<file path="src/rtl/timer_counter_pkg.sv">
// Shared definitions for the memory-mapped countdown timer:
// register word offsets, CTRL bit positions, mode codes and FSM state encoding.
package timer_counter_pkg;

   // Word offsets on the bus
   localparam logic [1:0] ADDR_CTRL   = 2'd0;
   localparam logic [1:0] ADDR_PRESET = 2'd1;
   localparam logic [1:0] ADDR_COUNT  = 2'd2;
   localparam logic [1:0] ADDR_UNUSED = 2'd3;

   // CTRL bit positions
   localparam int CTRL_EN_BIT   = 0;
   localparam int CTRL_MODE_LSB = 1;
   localparam int CTRL_MODE_MSB = 2;
   localparam int CTRL_IM_BIT   = 3;
   localparam int CTRL_W        = 4;

   // Mode codes; codes 2 and 3 fall back to one-shot behaviour
   localparam logic [1:0] MODE_ONESHOT = 2'd0;
   localparam logic [1:0] MODE_RELOAD  = 2'd1;

   typedef enum logic [1:0] {
      ST_IDLE = 2'd0,
      ST_LOAD = 2'd1,
      ST_CNT  = 2'd2,
      ST_INT  = 2'd3
   } state_t;

   function automatic logic is_reload(input logic [1:0] mode);
      return (mode == MODE_RELOAD);
   endfunction

endpackage

</file>
<file path="src/rtl/timer_counter.sv">
// Memory-mapped countdown timer with interrupt.
// Counts down from PRESET and flags an interrupt at zero. Mode 0 is one-shot
// with a held flag, mode 1 auto-reloads and pulses the flag for one cycle.
//
// Ports
//   Clk   in   1   system clock, rising edge
//   Rst   in   1   asynchronous active-low reset
//   Addr  in   2   word offset: 0 CTRL, 1 PRESET, 2 COUNT, 3 unused
//   We    in   1   write strobe, sampled at posedge Clk
//   Din   in   32  write data
//   Dout  out  32  combinational read data for Addr
//   IRQ   out  1   interrupt request = irq_flag & CTRL.IM
//
// state   | meaning
// --------+----------------------------------------------------------
// IDLE    | stopped; waits for CTRL.Enable
// LOAD    | copies PRESET into COUNT
// CNT     | decrements COUNT; terminal count raises irq_flag
// INT     | one-shot: clears Enable and stops; reload: drops flag, reloads
module timer_counter
   import timer_counter_pkg::*;
#(
   parameter int CNT_W = 32
) (
   input  logic        Clk,
   input  logic        Rst,
   input  logic [1:0]  Addr,
   input  logic        We,
   input  logic [31:0] Din,
   output logic [31:0] Dout,
   output logic        IRQ
);

   localparam logic [CNT_W-1:0] CNT_ONE = CNT_W'(1);

   state_t             state_q, state_d;
   logic [CTRL_W-1:0]  ctrl_q, ctrl_d;
   logic [CNT_W-1:0]   preset_q, preset_d;
   logic [CNT_W-1:0]   count_q, count_d;
   logic               irq_flag_q, irq_flag_d;

   logic               enable;
   logic [1:0]         mode;
   logic               irq_mask;

   assign enable   = ctrl_q[CTRL_EN_BIT];
   assign mode     = ctrl_q[CTRL_MODE_MSB:CTRL_MODE_LSB];
   assign irq_mask = ctrl_q[CTRL_IM_BIT];

   always_ff @(posedge Clk or negedge Rst) begin
      if (!Rst) begin
         state_q    <= ST_IDLE;
         ctrl_q     <= '0;
         preset_q   <= '0;
         count_q    <= '0;
         irq_flag_q <= 1'b0;
      end else begin
         state_q    <= state_d;
         ctrl_q     <= ctrl_d;
         preset_q   <= preset_d;
         count_q    <= count_d;
         irq_flag_q <= irq_flag_d;
      end
   end

   always_comb begin
      state_d    = state_q;
      ctrl_d     = ctrl_q;
      preset_d   = preset_q;
      count_d    = count_q;
      irq_flag_d = irq_flag_q;

      case (state_q)
         ST_IDLE: begin
            if (enable) state_d = ST_LOAD;
         end
         ST_LOAD: begin
            count_d = preset_q;
            state_d = ST_CNT;
         end
         ST_CNT: begin
            if (!enable) begin
               state_d = ST_IDLE;
            end else if (count_q > CNT_ONE) begin
               count_d = count_q - CNT_ONE;
            end else begin
               // covers COUNT==1 and a zero PRESET; COUNT never wraps
               count_d    = '0;
               irq_flag_d = 1'b1;
               state_d    = ST_INT;
            end
         end
         ST_INT: begin
            if (is_reload(mode)) begin
               irq_flag_d = 1'b0;
               state_d    = ST_LOAD;
            end else begin
               ctrl_d[CTRL_EN_BIT] = 1'b0;
               state_d             = ST_IDLE;
            end
         end
         default: state_d = ST_IDLE;
      endcase

      // Bus writes override the FSM for the register being written.
      // LOAD above has already sampled the old PRESET.
      if (We) begin
         case (Addr)
            ADDR_CTRL: begin
               ctrl_d     = Din[CTRL_W-1:0];
               state_d    = ST_IDLE;
               irq_flag_d = 1'b0;
            end
            ADDR_PRESET: begin
               preset_d   = Din[CNT_W-1:0];
               irq_flag_d = 1'b0;
            end
            default: ;
         endcase
      end
   end

   assign Dout = (Addr == ADDR_CTRL)   ? {{(32-CTRL_W){1'b0}}, ctrl_q} :
                 (Addr == ADDR_PRESET) ? 32'(preset_q) :
                 (Addr == ADDR_COUNT)  ? 32'(count_q)  :
                                         32'd0;

   assign IRQ = irq_flag_q & irq_mask;

endmodule
</file>
<file path="config.mk">
export PLATFORM = sky130hd
export DESIGN_NAME = timer_counter
export DESIGN_NICKNAME = d
export VERILOG_FILES = /design/src/rtl/timer_counter_pkg.sv /design/src/rtl/timer_counter.sv
export SDC_FILE = /design/constraint.sdc
export NUM_CORES = 1
export LEC_CHECK = 0
export CAP_MARGIN = 20
export CORE_MARGIN = 1.5
export CORE_UTILIZATION = 36
export CTS_BUF_LIST = sky130_fd_sc_hd__clkbuf_4
export CTS_CLUSTER_SIZE = 8
export DETAILED_ROUTE_END_ITERATION = 8
export HOLD_SLACK_MARGIN = 0.02
export PLACE_DENSITY_LB_ADDON = 0.3
export REMOVE_ABC_BUFFERS = 1
export SLEW_MARGIN = 15
export SYNTH_ARGS = -nofsm -noshare
export SYNTH_HDL_FRONTEND = slang
export SYNTH_SLANG_ARGS = --single-unit
export TNS_END_PERCENT = 100
</file>
<file path="constraint.sdc">
create_clock -name Clk -period 4.5 [get_ports Clk]
set_input_delay 1.35 -clock Clk [delete_from_list [all_inputs] [get_ports Clk]]
set_output_delay 1.35 -clock Clk [all_outputs]
set_load 0.05 [all_outputs]
</file>
=== Word-level counts from Yosys, hierarchy flattened ===
Cells that the tools add are included.

* Shifts and indexed selects: 0
* Multiply operators: 0
* Equality and inequality tests: 7
* Add/sub/neg operators: 1
* $lt $le $gt $ge: 1
* Bitwise logic cells: 1
* Div/mod/pow operators: 0
* Reductions and logical operators: 7
* Muxes and demuxes: 23

{| class="wikitable"
|+ Operators by type and width
! cell !! number
|-
| $mux W32 || 5
|-
| $pmux W32 S2 || 1
|-
| $gt A32 B1 Y1 const B || 1
|-
| $sub A32 B1 Y32 const B || 1
|-
| $mux W1 || 10
|-
| $mux W2 || 5
|-
| $pmux W2 S4 || 1
|-
| $eq A2 B1 Y1 const B || 3
|-
| $eq A2 B2 Y1 const B || 3
|-
| $reduce_and A2 Y1 || 3
|-
| $logic_not A2 Y1 || 2
|-
| $ne A2 B2 Y1 const B || 1
|-
| $pmux W1 S2 || 1
|-
| $reduce_bool A2 Y1 || 1
|-
| $reduce_or A2 Y1 || 1
|-
| $and A1 B1 Y1 || 1
|}

* Register bits after elaboration: 71
* Bits in read-only memories: 0
* Output and inout port bits: 33
* Memories: 0
* Memory bits (writable): 0
* Latch bits: 0

=== Depth between registers and ports, before layout ===
Gate-level depths: netlist (run 1).

* Depth in word-level cells: 6
* Mapped depth: 9
* Gate-level depth less buffers: 7

=== Least setup slack after synthesis (run 1) ===
OpenSTA, ideal clock, no wires.

* Kind: in2out
* Start: input Addr[0]
* End: output Dout[21]
* Path buffers: 3
* Path slack: 297 ps
* Stages: 5
* Arrival time: 2853 ps
* Cells stage by stage: clkbuf_1 nor2b_1 clkbuf_1 buf_1 a22o_1

* Word-level cells in the longest chain between the ends: 4

{| class="wikitable"
|+ Ends and longest elaborated chain
! what !! line !! source
|-
| start, declared || timer_counter.sv:27 || <nowiki>input logic [1:0] Addr,</nowiki>
|-
| $eq A2 B2 Y1 || timer_counter.sv:125 || <nowiki>(Addr == ADDR_COUNT) ? 32'(count_q) :</nowiki>
|-
| $mux W32 || timer_counter.sv:125 ||
|-
| $mux W32 || timer_counter.sv:124 || <nowiki>(Addr == ADDR_PRESET) ? 32'(preset_q) :</nowiki>
|-
| $mux W32 * || timer_counter.sv:123 || <nowiki>assign Dout = (Addr == ADDR_CTRL) ? {{(32-CTRL_W){1'b0}}, ctrl_q} :</nowiki>
|-
| end, declared || timer_counter.sv:30 || <nowiki>output logic [31:0] Dout,</nowiki>
|}

Every way passes the cells marked *; elsewhere a longest branch is shown, timed or not.

=== Worst setup path after layout (run 1) ===
* Start: input Addr[1]
* End: output Dout[1]

The elaborated chain is that of the path after synthesis.

==> run_results.csv, run 1 <==
group,metric,value,unit
global_route,grt_overflow_total,0,
synthesis,synth.distinct_cells,51,
clock_network,ctsRootBufferMaster,"clkbuf_4",
clock_network,cts_buffers,9,
synthesis,synth.area.mux_share,11.04,%
run_status,status,"completed",
global_route,grt_max_degree,44,
power,peakVddDrop,266.6,µV
synthesis,synth_ff_type,"dfrtp_1",
finish,area.growth.synth_to_final,31.35,%
routing,wl,10.66,mm
sta,fin_crit_sh,92.49,%
placement,portBuffers,69,
critical_path,critical-path-max-stage-delay,580,ps
finish,layout_common_cells,"dfrtp_1 (71), clkdlybuf4s50_1 (36), mux2_2 (35)",
global_route,grt_pass1_vias,3478,
synthesis,syn_area,3931,µm²
critical_path,crit_start,"Addr[1]",
power,power_density,563.7,nW/µm²
sta,max_freq,240.3,MHz
critical_path,rr_startpoint,"count_q[8]$_DFFE_PN0P_",
routing,vias,3509,
clock_network,post_cts_buffers,0,
routing,ant_nets,0,
clock_network,clkTransAtPathRegs,110,ps
critical_path,cp_cell_sequence,"clkdlybuf4s50_1 > nor2b_2 > buf_4 > nand2_1 > o21ai_0 > buf_12",
routing,detail_route.first_pass.iterations,5,
synthesis,synth_warnings,0,
sta,final-setup-viol-count,0,
sta,worst_pin_slew,983.7,ps
die,dieHeight,107.5,µm
finish,layout_commonest_cell,"dfrtp_1",
critical_path,worst_setup_path_end_kind,"primary output",
min_path,min_path_type,"reg2reg",
synthesis,synthSimpleGateAreaFrac,16.14,%
synthesis,synth_top_family_by_area,"compound AO/OA/AOI/OAI gates",
placement,hpwl,7.379,mm
global_route,antenna_found_initial,0,
clock_network,cts-resized-gates,0,
synthesis,synth_edf_count,0,
synthesis,synth-seq-cells,71,
die,rows,37,
critical_path,cp_max_fo,15,
finish,drive_above_1_share,22.20,%
routing,drt-wirelength-per-cell,18.03,µm
sta,slew_violations,0,
power,p_leak,2.051,nW
sta,slew_headroom,34.18,%
synthesis,synthAdderAreaFrac,0.6365,%
finish,diodes,0,
synthesis,yosysSeqAreaShare,45.19,%
die,die_area,11560,µm²
routing,viasPerCell,5.937,
routing,drt_iter0_drc,312,
clock_network,cts_buffer_depth,2,
sta,hold_viol_final,0,
synthesis,synthArstFlopShare,100.0,%
die,initial_core_util,37.57,%
synthesis,yosys.area_share.xor_xnor,0,%
critical_path,arrival,2810,ps
synthesis,syn_avg_cell_area,10.08,µm²
clock_network,clock_sinks,71,
placement,gp_routability_congestion,0.8826,
die,core_area,10460,µm²
global_route,grt_pass1_wl,17.62,mm
flow_run,drv_cap,0,
global_route,grt_usage,19.39,%
sta,rsz0062_at_grt,"false",
clock_network,clkLatencyLatePin,430,ps
critical_path,cp-start-kind,"input pin",
critical_path,cpMaxStageDelayCell,"clkdlybuf4s50_1",
routing,drc,0,
synthesis,synth_cells,390,
finish,finalNonFillerCells,591,
placement,dp.cells,576,
die,io_pins,70,
min_path,hold_start,"ctrl_q[3]$_DFFE_PN0P_",
clock_network,holdBufCountCts,0,
sta,setup_tns,0,ps
sta,skew,12.40,ps
critical_path,path_class,"in2out",
sta,fin_crit,4162,ps
finish,final_nets,490,
synthesis,synth-compound-area-share,22.44,%
clock_network,cts_tree,"built",
critical_path,cp.required,3150,ps
clock_network,htree_levels,3,
die,die_w,107.5,µm
-- stage by stage --
stage / worst slack, ps / util [%] / total power, mW / hold slack (ps) / cell area [µm²]
after floorplan: 48.99 / - / 1.963 / 472.7 / 3786
after global placement: 332.3 / 48.39 / 2.517 / 509.7 / 5062
after detailed placement: 339.5 / 48.39 / 2.559 / 515.1 / 5062
after CTS: 333.0 / 49.35 / 2.896 / 540.1 / 5164
after global routing: 260.3 / 49.35 / 3.092 / 568.7 / 5164
final: 338.2 / 49.35 / 2.911 / 534.5 / 5164
-- routing by layer --
| layer | wire length (µm) | up-vias | track usage, % |
|---|---|---|---|
| met2 | 4862 | 141 | 30.03 |
| met4 | 202 | 0 | 6.861 |
| li1 | - | 1629 | - |
| met3 | 682 | 23 | 4.177 |
| met1 | 4911 | 1716 | 26.78 |
| met5 | 0 | - | 0 |
-- cells by family after synthesis --
group                      count (synthesis)
AOI/OAI and AO/OA                        121
adders and majority gates                  2
and+or+nand+nor                          118
buffers and inverters                     39
DFF                                       71
muxes                                     39
-- cell usage after synthesis, drive strengths merged, types with 9 or more instances --
| library cell | number | area, µm² |
|---|---|---|
| nor2 | 17 | 66.32 |
| mux2 | 35 | 394.1 |
| o21ai | 31 | 155.2 |
| nor3 | 12 | 60.06 |
| inv | 9 | 33.78 |
| clkbuf | 19 | 71.32 |
| a21oi | 13 | 65.06 |
| nor4 | 19 | 125.1 |
| a221o | 11 | 110.1 |
| dfrtp | 71 | 1777 |
| a22o | 32 | 280.3 |
| nand2 | 29 | 113.9 |
| buf | 11 | 73.81 |
-- state kept, by name, summed over array words and instances (netlist names) --
signal      flops
count_q        32
ctrl_q          4
irq_flag_q      1
preset_q       32
state_q         2
-- worst max-delay path: cells and delay by family --
kind | cells | cell delay, ps
AOI/OAI and AO/OA | 1 | 180
buffers and inverters | 3 | 990
and+or+nand+nor | 2 | 280
-- final cells by class --
cell class,instances,area [µm²]
tap,136,170.2
fill,1000,5299
clock buffer,10,75.07
inverter,9,33.78
sequential,71,1777
multi-input combinational,280,1981
timing repair buffer,80,1101
clock inverter,5,26.28
-- power by group --
| group | switching [mW] | leakage (nW) | internal (mW) |
|---|---|---|---|
| clock network | 0.230 | 0.0510 | 0.111 |
| registers | 0.280 | 0.863 | 0.850 |
| logic | 0.809 | 1.14 | 0.630 |
| total | 1.32 | 2.05 | 1.59 |
-- final timing paths --
kind                                                 end  slack (ps)  cells past startpoint
worst max-delay path                             Dout[1]         340                      6
worst min-delay path               ctrl_q[3]$_DFFE_PN0P_         530                      1
worst max register to register    count_q[6]$_DFFE_PN0P_        1410                      6
worst min register to register     ctrl_q[3]$_DFFE_PN0P_         530                      1
max in group asynchronous       preset_q[26]$_DFFE_PN0P_        2630                      2
min in group asynchronous        preset_q[6]$_DFFE_PN0P_        1050                      1
No activity file was read; power rests on OpenSTA's default activity.
==> inputs of run 2 (changes only) <==
--- a/config.mk
+++ b/config.mk
@@ -11,6 +11,7 @@
 export CTS_BUF_LIST = sky130_fd_sc_hd__clkbuf_4
 export CTS_CLUSTER_SIZE = 8
 export DETAILED_ROUTE_END_ITERATION = 8
+export DONT_BUFFER_PORTS = 1
 export HOLD_SLACK_MARGIN = 0.02
 export PLACE_DENSITY_LB_ADDON = 0.3
 export REMOVE_ABC_BUFFERS = 1
==> run 2 against run 1 <==
  * Non-clock buffer count down 69
  * Worst setup slack better by 460 ps
  * Largest power group unchanged
  * Clock skew grew 11 ps
  * Register-to-register slack gained 20 ps
  * Die area unchanged
  * First-iteration DRC count shrank 59%
  * Total power down 5.3%
  * Via count is 7.6% lower
  * Global-route usage grew 0.27 points
  * Critical endpoint is now Dout[19]
  * Highest routed layer unchanged
  * Worst hold slack gained 9.5 ps
==> run_results.csv, run 2 (synthesis results as in run 1) <==
group,metric,value,unit
run_status,status,"completed",
critical_path,critPathBufInv,1,
clock_network,cts_buffers,9,
routing,drc,0,
die,core_area,10460,µm²
critical_path,cp-start-kind,"input pin",
finish,layout_commonest_cell,"dfrtp_1",
sta,fin_crit_sh,82.22,%
routing,drt_iter0_drc,128,
finish,layout_common_cells,"dfrtp_1 (71), mux2_2 (35), a22o_1 (32)",
sta,skew,22.92,ps
critical_path,path_class,"in2out",
finish,area.growth.synth_to_final,6.811,%
die,rows,37,
global_route,grt_pass1_wl,17.44,mm
critical_path,cp_max_fo,32,
clock_network,cts_buffer_depth,2,
clock_network,clkTransAtPathRegs,110,ps
sta,setup_tns,0,ps
routing,viasPerCell,6.197,
placement,pre_cts_ws,793.1,ps
finish,fin_util,40.13,%
flow_run,drv_cap,0,
routing,detail_route.first_pass.iterations,4,
global_route,grt_pass1_vias,3165,
critical_path,worst_setup_path_end_kind,"primary output",
die,dieHeight,107.5,µm
die,initial_core_util,37.57,%
placement,gp_routability_congestion,0.8433,
power,p_leak,1.655,nW
sta,final-setup-viol-count,0,
global_route,grt_usage,19.67,%
placement,hpwl,7.238,mm
sta,fin_crit,3700,ps
die,io_pins,70,
die,die_area,11560,µm²
critical_path,cp_cell_sequence,"nor2b_2 > buf_4 > a22o_1",
finish,diodes,0,
sta,rsz0062_at_grt,"false",
global_route,grt_overflow_total,0,
critical_path,critical-path-max-stage-delay,530,ps
finish,design_area,4199,µm²
routing,vias,3241,
finish,multi_input_area,1981,µm²
global_route,grt_max_degree,72,
critical_path,critical-path-top-delay-family,"compound AO/OA/AOI/OAI gates",
sta,worst_pin_slew,882.4,ps
critical_path,cpMaxStageDelayCell,"a22o_1",
clock_network,clock_sinks,71,
sta,slew_headroom,40.63,%
clock_network,cts-resized-gates,0,
placement,portBuffers,0,
clock_network,holdBufCountCts,0,
clock_network,post_cts_buffers,0,
sta,slew_violations,0,
finish,final_nets,421,
clock_network,cts_tree,"built",
clock_network,htree_levels,3,
routing,ant_nets,0,
clock_network,ctsRootBufferMaster,"clkbuf_4",
routing,wl,10.86,mm
min_path,min_path_type,"reg2reg",
die,die_w,107.5,µm
sta,max_freq,270.3,MHz
sta,setup_slack,800.3,ps
finish,seqCellArea,1777,µm²
placement,postPlaceCellArea,4044,µm²
global_route,antenna_found_initial,0,
finish,fill_cells,1080,
critical_path,arrival,2350,ps
critical_path,cp.required,3150,ps
finish,reg_top3,"count_q x32, preset_q x32, ctrl_q x4",
routing,drt-wirelength-per-cell,20.76,µm
finish,drive_above_1_share,17.83,%
clock_network,clkLatencyLatePin,440,ps
sta,hold_viol_final,0,
power,power_density,656.3,nW/µm²
power,peakVddDrop,302.7,µV
[run 2: cell count changes in the layout (fill, tap and decap cells not counted)]
cell	delta
clkdlybuf4s50_1	-36
buf_12	-33
o21ai_0	-4
o21ai_1	+4
bufinv_16	+2
buf_2	-1
buf_4	+1
clkbuf_4	-1
clkinv_4	+1
clkinvlp_4	-1
[run 2: layout make-up]
class,count,share of cell area (%)
Inverter,9,0.8045
Clock buffer,9,1.609
Timing Repair Buffer,11,1.967
Multi-Input combinational cell,280,47.17
Tap cell,136,4.052
Clock inverter,7,2.086
Sequential cell,71,42.31
[run 2: worst paths after layout]
check / startpoint / endpoint / slack, ps / depth (start not counted)
worst max-delay path: Addr[1] / Dout[19] / 800 / 3
worst min-delay path: preset_q[23]$_DFFE_PN0P_ / count_q[23]$_DFFE_PN0P_ / 540 / 1
worst max register to register: count_q[8]$_DFFE_PN0P_ / count_q[18]$_DFFE_PN0P_ / 1430 / 6
worst min register to register: preset_q[23]$_DFFE_PN0P_ / count_q[23]$_DFFE_PN0P_ / 540 / 1
max in group asynchronous: Rst / count_q[25]$_DFFE_PN0P_ / 3790 / 0
min in group asynchronous: Rst / count_q[10]$_DFFE_PN0P_ / 590 / 0
[run 2: per-layer routing]
metal	up-vias	routed length (µm)	track usage (%)
met5	-	0	0
met4	0	89	4.041
met1	1636	5125	27.81
met2	100	4916	29.62
li1	1496	-	-
met3	9	727	6.174
[run 2: per-stage QoR]
stage / hold slack [ps] / cells / power, mW
floorplan: 472.7 / 360 / 1.963
global placement: 521.5 / 507 / 2.276
detailed placement: 519.0 / 507 / 2.300
CTS: 553.1 / 523 / 2.759
global route: 539.9 / 523 / 2.942
finish: 544.0 / 523 / 2.756
[run 2: worst reg2reg max path: stages, from the launching register on]
cell     delay, ps
dfrtp_1        470
or3_1          500
or4_4          600
or4_4          550
nand2_2        380
o21ai_1        140
a221o_1        320
[run 2: power by group]
part | switching [mW] | leakage [nW] | total, mW | internal (mW)
Clock | 0.235 | 0.0786 | 0.455 | 0.221
Combinational | 0.747 | 0.713 | 1.16 | 0.415
Sequential | 0.288 | 0.863 | 1.14 | 0.850
==> variant (config.mk and constraints of run 1) <==
Register the outputs `Dout` and `IRQ`; this adds one clock of latency there. Comments in the files are not updated.
--- a/src/rtl/timer_counter.sv
+++ b/src/rtl/timer_counter.sv
@@ -120,11 +120,10 @@
       end
    end
 
-   assign Dout = (Addr == ADDR_CTRL)   ? {{(32-CTRL_W){1'b0}}, ctrl_q} :
-                 (Addr == ADDR_PRESET) ? 32'(preset_q) :
-                 (Addr == ADDR_COUNT)  ? 32'(count_q)  :
-                                         32'd0;
 
-   assign IRQ = irq_flag_q & irq_mask;
+   always_ff @(posedge Clk) begin
+      Dout <= (Addr == ADDR_CTRL)   ? {{(32-CTRL_W){1'b0}}, ctrl_q} : (Addr == ADDR_PRESET) ? 32'(preset_q) : (Addr == ADDR_COUNT)  ? 32'(count_q)  : 32'd0;
+      IRQ  <= irq_flag_q & irq_mask;
+   end
 
 endmodule
Behaviour: not the same (a bounded check fails within 4 cycles, from zero or initial values and one cycle with Rst low).
==> variant against run 1 <==
- critical path depth fell by 5
- synthesized area rose by 19%
- sequential cell count rose by 33
- power rose by 13%
- synthesized cell count rose by 9.5%
- routed wire length rose by 9.1%
- utilization fell by 4.9 points
- sequential share of layout area rose by 8.9 points
- final cell count rose by 12%
- first-iteration DRC count fell by 33%
- cell area rose by 9.1%
- non-clock buffer count fell by 4
- worst setup slack improved by 1.2 ns
- largest cell class is now sequential cells
- largest power group is now sequential cells
==> variant: results (changes against run 1) <==
| Stage | Parameter | This run | vs run 1 |
| --- | --- | --- | --- |
| outcome | Result of the run | finished clean | unchanged |
| timing | Worst clock skew | 0.0208 ns | was 0.0124 ns |
| worst setup path | Worst R2R Setup Slack | 1.59 ns | was 1.41 ns |
| cts | Clock-pin slew on the worst setup and hold paths | 0.14 ns | was 0.11 ns |
| worst setup path | CP Data Arrival Time | 1.65 ns | was 2.81 ns |
| place | Number of placed instances with taps included | 648 | was 576 |
| synthesis | Ys async rst share | 68.3% | was 100% |
| final layout | Largest registers | Dout (32), count_q (32), preset_q (32) | was count_q (32), preset_q (32), ctrl_q (4) |
| synthesis | Leading cell types by count after synthesis | sky130_fd_sc_hd__dfrtp_1 (71), sky130_fd_sc_hd__a22o_1 (49), sky130_fd_sc_hd__nand2_1 (36), sky130_fd_sc_hd__mux2_2 (35), sky130_fd_sc_hd__o21ai_0 (35) | was sky130_fd_sc_hd__dfrtp_1 (71), sky130_fd_sc_hd__mux2_2 (35), sky130_fd_sc_hd__a22o_1 (32), sky130_fd_sc_hd__nand2_1 (27), sky130_fd_sc_hd__clkbuf_1 (19) |
| place | Placed Instance Area | 0.00553 mm2 | was 0.00506 mm2 |
| worst setup path | Critical-path maximum fanout | 1 | was 15 |
| final layout | Layout filler cell count | 1,251 | was 1,000 |
| power | Leakage power | 2.23 nW | was 2.05 nW |
| synthesis | Synthesized area per cell | 11.0 um2 | was 10.1 um2 |
| timing | Relative slew slack | 27.3% | was 34.2% |
| grt | First-pass GRT wire length | 19,300 um | was 17,600 um |
| worst setup path | Largest stage delay, worst path | 0.81 ns | was 0.58 ns |
| place | Post-DP HPWL | 7740 um | was 7380 um |
| grt | Pin count of the biggest net entering global routing | 47 | was 44 |
| grt | GRT Util Overall | 18.4% | was 19.4% |
| place | Global placement routability congestion | 0.862 | was 0.883 |
| synthesis | Largest cells by area after synthesis | sky130_fd_sc_hd__dfrtp_1 (38%), sky130_fd_sc_hd__dfxtp_1 (14%), sky130_fd_sc_hd__a22o_1 (9.2%), sky130_fd_sc_hd__mux2_2 (8.4%), sky130_fd_sc_hd__o21ai_0 (3.7%) | was sky130_fd_sc_hd__dfrtp_1 (45%), sky130_fd_sc_hd__mux2_2 (10%), sky130_fd_sc_hd__a22o_1 (7.1%), sky130_fd_sc_hd__nor4_1 (2.9%), sky130_fd_sc_hd__a221o_1 (2.8%) |
| drt | Via count | 3,674 | was 3,509 |
| final layout | Non-filler cells in the finished layout | 664 | was 591 |
| power | Max rail drop VDD | 0.245 mV | was 0.267 mV |
| synthesis | Number of distinct library cells after synthesis | 50 | was 51 |
| final layout | # nets final | 526 | was 490 |
## variant: layout make-up
type	instances	area (um2)	share of cell area [%]
Sequential cell	104	2440	43.3
Timing Repair Buffer	76	738	13.1
Inverter	5	18.8	0.333
Clock inverter	6	26.3	0.467
Tap cell	172	215	3.82
Clock buffer	10	75.1	1.33
Multi-Input combinational cell	291	2120	37.7
## variant: kinds of logic after synthesis
| family | share of synthesized area (%) |
|---|---|
| multiplexers | 9.92 |
| AND/OR/NAND/NOR | 14.2 |
| buffers and inverters | 2.81 |
| flip-flops | 52.1 |
| AO/OA/AOI/OAI | 20.5 |
| adder cells (fa/ha/maj) | 0.535 |
## variant: routing by layer
metal  up-vias  wire [um]  share of wire, %  GRT usage, %
li1       1735          -                 -             -
met1      1827       5440                47          25.7
met2       103       5410                47          29.0
met3         9        662               5.7          4.74
met4         0        114              0.98          4.10
met5         -          0                 0             0
## variant: path summary, 6_finish.rpt
path,start,endpoint,cells after the start
max,Dout[24]$_SDFF_PP0_,Dout[24],1
min,preset_q[28]$_DFFE_PN0P_,Dout[28]$_SDFF_PP0_,1
max reg2reg,count_q[6]$_DFFE_PN0P_,count_q[9]$_DFFE_PN0P_,6
min reg2reg,preset_q[28]$_DFFE_PN0P_,Dout[28]$_SDFF_PP0_,1
max in group asynchronous,Rst,state_q[1]$_DFF_PN0_,2
min in group asynchronous,Rst,preset_q[7]$_DFFE_PN0P_,1
## variant: power by group through the flow
stage          combinational, mW  sequential [mW]  clock (mW)
2_1_floorplan              0.784             1.63           0
3_3_place_gp                1.35             1.50           0
3_5_place_dp                1.37             1.51           0
6_report                    1.38             1.49       0.407
4_1_cts                     1.38             1.49       0.427
5_1_grt                     1.51             1.54       0.464
## variant: per-stage QoR
| step | setup WS, ns | utilization [%] | hold WS (ns) |
|---|---|---|---|
| 2_1_floorplan | 1.72 | - | 0.451 |
| 3_3_place_gp | 1.12 | 43.6 | 0.488 |
| 3_5_place_dp | 0.989 | 43.6 | 0.487 |
| 4_1_cts | 1.46 | 44.4 | 0.541 |
| 5_1_grt | 1.38 | 44.4 | 0.563 |
| 6_report | 1.50 | 44.4 | 0.521 |
